==> src/rtl/uart_mmio_fifo_if.sv <==
// uart_mmio_fifo_if: CPU bus and UART-side signals of uart_mmio_fifo
interface uart_mmio_fifo_if #(parameter int DATA_W = 8);
  logic [31:0] addr_i, wdata_i, rdata_o;
  logic buf_read_i, buf_write_i, sel_o;
  logic [DATA_W-1:0] rx_data_i, tx_data_o;
  logic rx_valid_i, rx_ready_o, tx_valid_o, tx_ready_i;
  logic rx_empty_o, rx_full_o, tx_empty_o, tx_full_o, irq_o;
  modport slave (
    input addr_i, wdata_i, buf_read_i, buf_write_i, rx_data_i, rx_valid_i, tx_ready_i,
    output rdata_o, sel_o, rx_ready_o, tx_data_o, tx_valid_o, rx_empty_o, rx_full_o,
    tx_empty_o, tx_full_o, irq_o
  );
  modport master (
    output addr_i, wdata_i, buf_read_i, buf_write_i, rx_data_i, rx_valid_i, tx_ready_i,
    input rdata_o, sel_o, rx_ready_o, tx_data_o, tx_valid_o, rx_empty_o, rx_full_o,
    tx_empty_o, tx_full_o, irq_o
  );
endinterface

==> src/rtl/uart_mmio_fifo.sv <==
// uart_mmio_fifo: memory-mapped RX/TX byte FIFOs with status/control registers.
// Interrupt output and CTRL enable bits exist only when UART_MMIO_FIFO_IRQ_EN is defined.
module uart_mmio_fifo #(
  parameter int DATA_W = 8,
  parameter int DEPTH_LOG2 = 7,
  parameter int AF_LVL = 3 * (2 ** DEPTH_LOG2) / 4
) (
  input logic clk,
  input logic rst_n_i,
  uart_mmio_fifo_if.slave bus
);
  localparam int P = DEPTH_LOG2 + 1;
  localparam int D = 2 ** DEPTH_LOG2;
  localparam logic [31:0] DB = 32'hdeadbeef;
  logic [DATA_W-1:0] rx_mem [D];
  logic [DATA_W-1:0] tx_mem [D];
  logic [P-1:0] rx_wptr, rx_rptr, tx_wptr, tx_rptr, rx_count, tx_count;
  logic [DEPTH_LOG2-1:0] rx_widx, rx_ridx, tx_widx, tx_ridx;
  logic rx_empty, rx_full, tx_empty, tx_full, rx_af, overrun;
  logic sel, rd, wr, rx_push, rx_pop, tx_push, tx_pop, rx_flush, tx_flush, status_wr, ctrl_wr;
  logic [1:0] reg_sel, irq_en;
  logic [31:0] status, rd_val, rdata;
  logic unused;
  assign sel = bus.addr_i[18:16] == 3'h1 && (bus.buf_read_i || bus.buf_write_i);
  assign reg_sel = bus.addr_i[3:2];
  assign rd = sel && bus.buf_read_i;
  assign wr = sel && bus.buf_write_i;
  assign rx_widx = rx_wptr[DEPTH_LOG2-1:0];
  assign rx_ridx = rx_rptr[DEPTH_LOG2-1:0];
  assign tx_widx = tx_wptr[DEPTH_LOG2-1:0];
  assign tx_ridx = tx_rptr[DEPTH_LOG2-1:0];
  assign rx_count = rx_wptr - rx_rptr;
  assign tx_count = tx_wptr - tx_rptr;
  assign rx_empty = rx_wptr == rx_rptr;
  assign tx_empty = tx_wptr == tx_rptr;
  assign rx_full = rx_widx == rx_ridx && rx_wptr[DEPTH_LOG2] != rx_rptr[DEPTH_LOG2];
  assign tx_full = tx_widx == tx_ridx && tx_wptr[DEPTH_LOG2] != tx_rptr[DEPTH_LOG2];
  assign rx_af = int'(rx_count) >= AF_LVL;
  assign rx_push = bus.rx_valid_i && !rx_full;
  assign rx_pop = rd && reg_sel == 2'd0 && !rx_empty;
  assign tx_push = wr && reg_sel == 2'd1 && !tx_full;
  assign tx_pop = bus.tx_ready_i && !tx_empty;
  assign status_wr = wr && reg_sel == 2'd2;
  assign ctrl_wr = wr && reg_sel == 2'd3;
  assign rx_flush = ctrl_wr && bus.wdata_i[8];
  assign tx_flush = ctrl_wr && bus.wdata_i[9];
  assign status = {8'h0, 8'(tx_count), 8'(rx_count), 2'b0, rx_af, overrun,
                   tx_full, tx_empty, rx_full, rx_empty};
  assign rd_val = !rd ? DB :
                  reg_sel == 2'd0 ? (rx_empty ? DB : 32'(rx_mem[rx_ridx])) :
                  reg_sel == 2'd2 ? status :
                  reg_sel == 2'd3 ? {30'h0, irq_en} : DB;
  assign unused = ^{bus.addr_i, bus.wdata_i};
  // Flush discards queued entries by catching the read pointer up; it overrides push/pop.
  always_ff @(posedge clk or negedge rst_n_i)
    if (!rst_n_i) begin
      rx_wptr <= '0;
      rx_rptr <= '0;
      tx_wptr <= '0;
      tx_rptr <= '0;
      overrun <= 1'b0;
      rdata <= 32'h0;
    end else begin
      rx_wptr <= rx_wptr + P'(rx_push && !rx_flush);
      rx_rptr <= rx_flush ? rx_wptr : rx_rptr + P'(rx_pop);
      tx_wptr <= tx_wptr + P'(tx_push && !tx_flush);
      tx_rptr <= tx_flush ? tx_wptr : tx_rptr + P'(tx_pop);
      overrun <= (bus.rx_valid_i && rx_full) || (overrun && !status_wr);
      rdata <= rd_val;
    end
  always_ff @(posedge clk) begin
    if (rx_push) rx_mem[rx_widx] <= bus.rx_data_i;
    if (tx_push) tx_mem[tx_widx] <= bus.wdata_i[DATA_W-1:0];
  end
`ifdef UART_MMIO_FIFO_IRQ_EN
  logic irq;
  always_ff @(posedge clk or negedge rst_n_i)
    if (!rst_n_i) begin
      irq_en <= 2'b0;
      irq <= 1'b0;
    end else begin
      if (ctrl_wr) irq_en <= bus.wdata_i[1:0];
      irq <= (irq_en[0] && !rx_empty) || (irq_en[1] && tx_empty) || overrun;
    end
  assign bus.irq_o = irq;
`else
  assign irq_en = 2'b0;
  assign bus.irq_o = 1'b0;
`endif
  assign bus.rdata_o = rdata;
  assign bus.sel_o = sel;
  assign bus.rx_ready_o = !rx_full;
  assign bus.tx_data_o = tx_mem[tx_ridx];
  assign bus.tx_valid_o = !tx_empty;
  assign bus.rx_empty_o = rx_empty;
  assign bus.rx_full_o = rx_full;
  assign bus.tx_empty_o = tx_empty;
  assign bus.tx_full_o = tx_full;
endmodule
==> src/flat_wrapper.sv <==
// flat-port wrapper written by rule: the top's interface ports become plain ports
module uart_mmio_fifo_flat 
#(
  parameter int DATA_W = 8,
  parameter int DEPTH_LOG2 = 7,
  parameter int AF_LVL = 3 * (2 ** DEPTH_LOG2) / 4
)
  (clk, rst_n_i, bus_addr_i, bus_wdata_i, bus_buf_read_i, bus_buf_write_i, bus_rx_data_i, bus_rx_valid_i, bus_tx_ready_i, bus_rdata_o, bus_sel_o, bus_rx_ready_o, bus_tx_data_o, bus_tx_valid_o, bus_rx_empty_o, bus_rx_full_o, bus_tx_empty_o, bus_tx_full_o, bus_irq_o);
  uart_mmio_fifo_if #(.DATA_W(DATA_W)) bus_i ();
  input logic clk;
  input logic rst_n_i;
  input wire logic [$bits(bus_i.addr_i)-1:0] bus_addr_i;
  input wire logic [$bits(bus_i.wdata_i)-1:0] bus_wdata_i;
  input wire logic [$bits(bus_i.buf_read_i)-1:0] bus_buf_read_i;
  input wire logic [$bits(bus_i.buf_write_i)-1:0] bus_buf_write_i;
  input wire logic [$bits(bus_i.rx_data_i)-1:0] bus_rx_data_i;
  input wire logic [$bits(bus_i.rx_valid_i)-1:0] bus_rx_valid_i;
  input wire logic [$bits(bus_i.tx_ready_i)-1:0] bus_tx_ready_i;
  output wire logic [$bits(bus_i.rdata_o)-1:0] bus_rdata_o;
  output wire logic [$bits(bus_i.sel_o)-1:0] bus_sel_o;
  output wire logic [$bits(bus_i.rx_ready_o)-1:0] bus_rx_ready_o;
  output wire logic [$bits(bus_i.tx_data_o)-1:0] bus_tx_data_o;
  output wire logic [$bits(bus_i.tx_valid_o)-1:0] bus_tx_valid_o;
  output wire logic [$bits(bus_i.rx_empty_o)-1:0] bus_rx_empty_o;
  output wire logic [$bits(bus_i.rx_full_o)-1:0] bus_rx_full_o;
  output wire logic [$bits(bus_i.tx_empty_o)-1:0] bus_tx_empty_o;
  output wire logic [$bits(bus_i.tx_full_o)-1:0] bus_tx_full_o;
  output wire logic [$bits(bus_i.irq_o)-1:0] bus_irq_o;
  assign bus_i.addr_i = bus_addr_i;
  assign bus_i.wdata_i = bus_wdata_i;
  assign bus_i.buf_read_i = bus_buf_read_i;
  assign bus_i.buf_write_i = bus_buf_write_i;
  assign bus_i.rx_data_i = bus_rx_data_i;
  assign bus_i.rx_valid_i = bus_rx_valid_i;
  assign bus_i.tx_ready_i = bus_tx_ready_i;
  assign bus_rdata_o = bus_i.rdata_o;
  assign bus_sel_o = bus_i.sel_o;
  assign bus_rx_ready_o = bus_i.rx_ready_o;
  assign bus_tx_data_o = bus_i.tx_data_o;
  assign bus_tx_valid_o = bus_i.tx_valid_o;
  assign bus_rx_empty_o = bus_i.rx_empty_o;
  assign bus_rx_full_o = bus_i.rx_full_o;
  assign bus_tx_empty_o = bus_i.tx_empty_o;
  assign bus_tx_full_o = bus_i.tx_full_o;
  assign bus_irq_o = bus_i.irq_o;
  uart_mmio_fifo #(.DATA_W(DATA_W), .DEPTH_LOG2(DEPTH_LOG2), .AF_LVL(AF_LVL)) u_core (.clk(clk), .rst_n_i(rst_n_i), .bus(bus_i));
endmodule
==> config.mk <==
export PLATFORM = sky130hd
export DESIGN_NAME = uart_mmio_fifo_flat
export DESIGN_NICKNAME = d
export VERILOG_FILES = /design/src/rtl/uart_mmio_fifo_if.sv /design/src/rtl/uart_mmio_fifo.sv /design/src/flat_wrapper.sv
export SDC_FILE = /design/constraint.sdc
export NUM_CORES = 2
export LEC_CHECK = 0
export CORE_MARGIN = 2
export CORE_UTILIZATION = 45
export DETAILED_ROUTE_END_ITERATION = 10
export GPL_TIMING_DRIVEN = 0
export PLACE_DENSITY = 0.7
export SLEW_MARGIN = 20
export SYNTH_ARGS = -nofsm -noshare
export SYNTH_HDL_FRONTEND = slang
export SYNTH_SLANG_ARGS = --single-unit
==> constraint.sdc <==
create_clock -name clk -period 12.2 [get_ports clk]
set_clock_uncertainty 0.05 [all_clocks]
set_input_delay 3.66 -clock clk [delete_from_list [all_inputs] [get_ports clk]]
set_output_delay 3.66 -clock clk [all_outputs]
set_load 0.01 [all_outputs]
# Word level (Yosys, flattened, before mapping)
# Memory sizes are Yosys's and may differ from the RTL's.
# Cells that the tools add are included.
totals:
  mem_bits_rw: 2048
  memories: 2
  inputBits: 78
  reg_bits: 65
  out_inout_bits: 48
  wordCells: 65
classes:
  n_lt_le_gt_ge: 1
  n_mux: 11
  addsub: 6
  eq_ne: 10
  n_reduce_logical: 29
memory_table:
  columns: ["name", "words", "width", "rd", "rd_clocked_by_memory_dff", "write_ports", "line", "text"]
  rows:
  - ["u_core.rx_mem", 128, 8, 1, 0, 1, "uart_mmio_fifo.sv:15", "logic [DATA_W-1:0] rx_mem [D];"]
  - ["u_core.tx_mem", 128, 8, 1, 0, 1, "uart_mmio_fifo.sv:16", "logic [DATA_W-1:0] tx_mem [D];"]
ops:
  columns: ["op", "count"]
  rows:
  - ["$mux 32", 5]
  - ["$add 8x1->8", 4]
  - ["$logic_and 1x1->1", 19]
  - ["$eq 8x8->1", 2]
  - ["$mux 8", 2]
  - ["$sub 8x8->8", 2]
  - ["$eq 7x7->1", 2]
  - ["$ge 8x7->1 const B", 1]
  - ["$logic_not 1->1", 7]
  - ["$eq 2x2->1 const B", 2]
  - ["$mux 1", 4]
  - ["$eq 3x1->1 const B", 1]
  - ["$eq 2x1->1 const B", 1]
  - ["$logic_not 2->1", 1]
  - ["$logic_or 1x1->1", 2]
  - ["$ne 1x1->1", 2]

# Depth between registers and ports, before layout
logic_depth:
  depth_word: 8
  mapped_depth: 15
  mapped_depth_nobuf: 11

# Worst setup path after synthesis
# Ideal clock, no wire load.
synth_path:
  path_type: "input port to output port"
  start: "in bus_addr_i[18]"
  end: "out bus_sel_o"
  setup_slack_ps: 4332
  n_path_buf: 0
  cell_stages: 2
  required_time_ps: 8490
  t_arrival_ps: 4158
  cell_sequence: "nor3b_1 -> o21a_1"
synth_between:
  elab_chain_len: 2
synth_lines:
  columns: ["element", "line", "text"]
  rows:
  - ["from (decl)", "flat_wrapper.sv:12", "input wire logic [$bits(bus_i.addr_i)-1:0] bus_addr_i;"]
  - ["$eq 3x1->1", "uart_mmio_fifo.sv:24", "assign sel = bus.addr_i[18:16] == 3'h1 && (bus.buf_read_i || bus.buf_write_i);"]
  - ["$logic_and 1x1->1", "uart_mmio_fifo.sv:24", null]
  - ["to (decl)", "flat_wrapper.sv:20", "output wire logic [$bits(bus_i.sel_o)-1:0] bus_sel_o;"]
# Every way passes these cells.

# Worst setup path in the final report
layout_path:
  start: "reg u_core.rx_rptr[1]"
  end: "out bus_rx_empty_o"
layout_between:
  elab_chain_len: 1
layout_lines:
  columns: ["element", "line", "text"]
  rows:
  - ["from (decl)", "uart_mmio_fifo.sv:17", "logic [P-1:0] rx_wptr, rx_rptr, tx_wptr, tx_rptr, rx_count, tx_count;"]
  - ["from (signal assigned)", "uart_mmio_fifo.sv:65", "rx_rptr <= rx_flush ? rx_wptr : rx_rptr + P'(rx_pop);"]
  - ["$eq 8x8->1", "uart_mmio_fifo.sv:34", "assign rx_empty = rx_wptr == rx_rptr;"]
  - ["to (decl)", "flat_wrapper.sv:24", "output wire logic [$bits(bus_i.rx_empty_o)-1:0] bus_rx_empty_o;"]
# Every way passes these cells.

==> key figures <==
Run status
  – Outcome: finished clean

Timing
  – RSZ-0062 raised after global routing: no
  – Final setup viols: 0
  – Final hold violation count: 0
  – Setup TNS: 0 ps
  – Fmax: around 100 MHz
  – Final Critical Period: around 10000 ps
  – Max Slew Vio Count: 0
  – Max-slew headroom: 0.08257
  – Final worst-path cycle share: 0.8178
  – Worst Max-Slew Pin Slew: ~1400 ps
  – Worst setup margin: 2223 ps

Power and ir drop
  – Leakage: 28.73 nW
  – Logic pwr share: 0.300
  – Peak VDD IR: 0.0001428 V
  – Pint: ~14 mW
  – Sw Ratio: 0.3197
  – Sequential share of power: 0.394
  – Net Switching: 6.566 mW
  – Power Dens Cells: 221.4 nW/um^2
  – Clock share of power: 0.306

Synthesis
  – Ranking of synthesized cells by area: edfxtp_1 (75%), mux4_2 (16%), dfrtp_1 (1.8%), nor2_1 (1.4%), nand2_1 (0.53%)
  – Main synth FF type: edfxtp_1
  – Post-synthesis cell area: 81880 sq um
  – FFs w/ async S/R, synth: 0.02754
  – Post-synthesis sequential area ratio: 0.7688
  – Post-Syn Instances: between 3000 and 4000
  – #FFs+latches synth: 2106
  – Synth cell types: 58
  – Yosys warns: 0
  – Post-synth top area cell: edfxtp_1
  – Syn_area_per_cell: 21.63 sq um
  – Synth top area share: 0.7511
  – Post-synth EDFFs: 2048

Drt
  – Vias: 42113
  – 1st-iter DRT viols: 6090
  – DRC viols: 0
  – Total wire length: 225700 um
  – TritonRoute pass-1 iters: 6
  – ANT nets after route: 0
  – DR vias/cell: between 6 and 7
  – Wirelength per Cell: 34.04 um

Critical path
  – Slowest-stage cell, CP: clkdlybuf4s50_1
  – Crit Path Max Fanout: 10
  – Cell mode on critical path: buf_2
  – WP data required: between 8000 and 9000 ps
  – Crit path DAT: 6270 ps
  – Critical Path, Cell by Cell: buf_2 -> buf_2 -> buf_2 -> buf_2 -> inv_1 -> clkbuf_2 -> ha_1 -> nand4_1 -> or2_2 -> nor2_1 -> clkdlybuf4s50_1
  – WP buf/inv: 7
  – Max stage delay on crit path: 870 ps
  – Family with the most delay on the worst path: buffers and inverters
  – Startpoint types: register
  – Crit path capture type: primary output
  – Critical path type: register to primary output

Clock network
  – Reg clk slew, reported paths: 60 ps
  – Root buffer cell: clkbuf_16
  – Post-cts hold buffer count: 0
  – H-tree level count: 4
  – TritonCTS clock tree: done
  – Post-CTS Resized: 0
  – Number of buffers created by CTS: 200
  – Skew-Pair Late Insertion Delay: 860 ps
  – Max clock buf depth: 3
  – Post-CTS Setup Bufs: 0
  – Clk sink count: around 2100

Final layout
  – Commonest non-fill, non-tap cells in the layout: edfxtp_1 (2048), mux4_2 (574), nor2_1 (310)
  – Layout cells sized above 1: 0.2425
  – Most common cell after layout, fill and taps aside: edfxtp_1
  – Layout Nets: 4183
  – Final instance area: 92740 sq um
  – Area Growth Syn to Fin: 13.27%
  – Post-layout instance count excluding filler cells: 6630

Global routing
  – Antenna violations before repair: 2
  – First-pass GRT wire length: 315600 um
  – GRT Total Usage: 0.2431
  – Largest net degree at the start of global routing: 105
  – Vias in the first global route: 41556
  – Total grt overflow: 0

Placement
  – Placed cell area: roughly 86000 sq um
  – GP Congestion: 0.9563
  – DP Wirelength: 145200 um
  – Inst Count DP: 6248
  – Port Buffers: a little over 70
  – Pre-CTS setup slack: 3193 ps

Run
  – MaxCap Viol Count: 0

Min path
  – Hold Path Class: register to register

Die
  – Die X: 430.6 um
  – Chip Height: roughly 430 um
  – Die area: 185400 sq um
  – Core box area: 180700 sq um
  – Initial core utilization: 0.4530
  – I/O pin total: 126
  – # rows: 156
[path summary, 6_finish.rpt]
kind	from	end	slack [ps]	cells after the start
max in group asynchronous	rst_n_i	u_core.bus.rdata_o[14]	8780	2
worst max register to register	u_core.rx_rptr[1]	u_core.rx_mem[82][2]	5280	13
worst max-delay path	u_core.rx_rptr[1]	bus_rx_empty_o	2220	11
min in group asynchronous	rst_n_i	u_core.bus.rdata_o[6]	2730	1
worst min-delay path	u_core.tx_wptr[7]	u_core.tx_wptr[7]	460	1
worst min register to register	u_core.tx_wptr[7]	u_core.tx_wptr[7]	460	1
[Yosys cell counts (24+ instances only)]
cell / instances
a21oi_1: 42
a221oi_1: 26
a22o_1: 29
buf_1: 26
buf_2: 56
clkbuf_1: 104
dfrtp_1: 58
edfxtp_1: 2048
mux2i_1: 36
mux4_2: 574
nand2_1: 116
nor2_1: 312
nor3_1: 24
o21ai_0: 26
o22ai_1: 33
[layer usage]
layer  up-vias  wire, um  track usage  part of all wire
li1      16450         -            -                 -
met1     22081     80520       0.3149              0.36
met2      3002    107900       0.3877              0.48
met3       576     25660      0.06357              0.11
met4         4     11650       0.1116             0.052
met5         -        22            0          0.000097
[through the flow]
| stage | total power, mW | hold WS (ps) | utilization |
|---|---|---|---|
| 4_1_cts | 20.44 | 459.9 | 0.5130 |
| 3_5_place_dp | 14.27 | 445.8 | 0.4763 |
| 6_report | 20.54 | 461.9 | 0.5131 |
| 3_3_place_gp | 14.24 | 438.2 | 0.4734 |
| 2_1_floorplan | 11.74 | 416.2 | - |
| 5_1_grt | 20.96 | 490.1 | 0.5131 |
[state kept, by name, indices dropped and copies added (netlist names)]
signal	flops
u_core.overrun	1
u_core.rx_wptr	8
u_core.tx_mem	1024
u_core.bus.rdata_o	25
u_core.tx_wptr	8
u_core.tx_rptr	8
u_core.rx_rptr	8
u_core.rx_mem	1024
[cell families after synthesis]
family,Yosys count,synth area share
simple gates,540,0.02763
other cells,1,0.00004580
buf+inv,223,0.01181
fa+ha+maj,25,0.004004
flops,2106,0.7688
xor+xnor,36,0.003851
mux,622,0.1639
compound gates,232,0.01987
[cell type report]
class                      instances  area (sq um)
sequential                      2106         62950
clock inverter                   115          1137
buffer                           200         914.6
tap                             2370          2965
antenna                            5         12.51
clock buffer                     262          5494
inverter                          23         86.33
timing repair buffer              91          1207
multi-input combinational       1458         17980
fill                           13930         88000
[power groups by stage]
| stage | Combinational [mW] | Clock, mW | Sequential, mW |
|---|---|---|---|
| final | 6.16 | 6.28 | 8.10 |
| after global routing | 6.27 | 6.59 | 8.10 |
| after CTS | 6.05 | 6.30 | 8.09 |
| after detailed placement | 6.02 | 0 | 8.25 |
| after global placement | 5.95 | 0 | 8.28 |
| after floorplan | 3.51 | 0 | 8.23 |
Power figures use the tool's default switching activity.
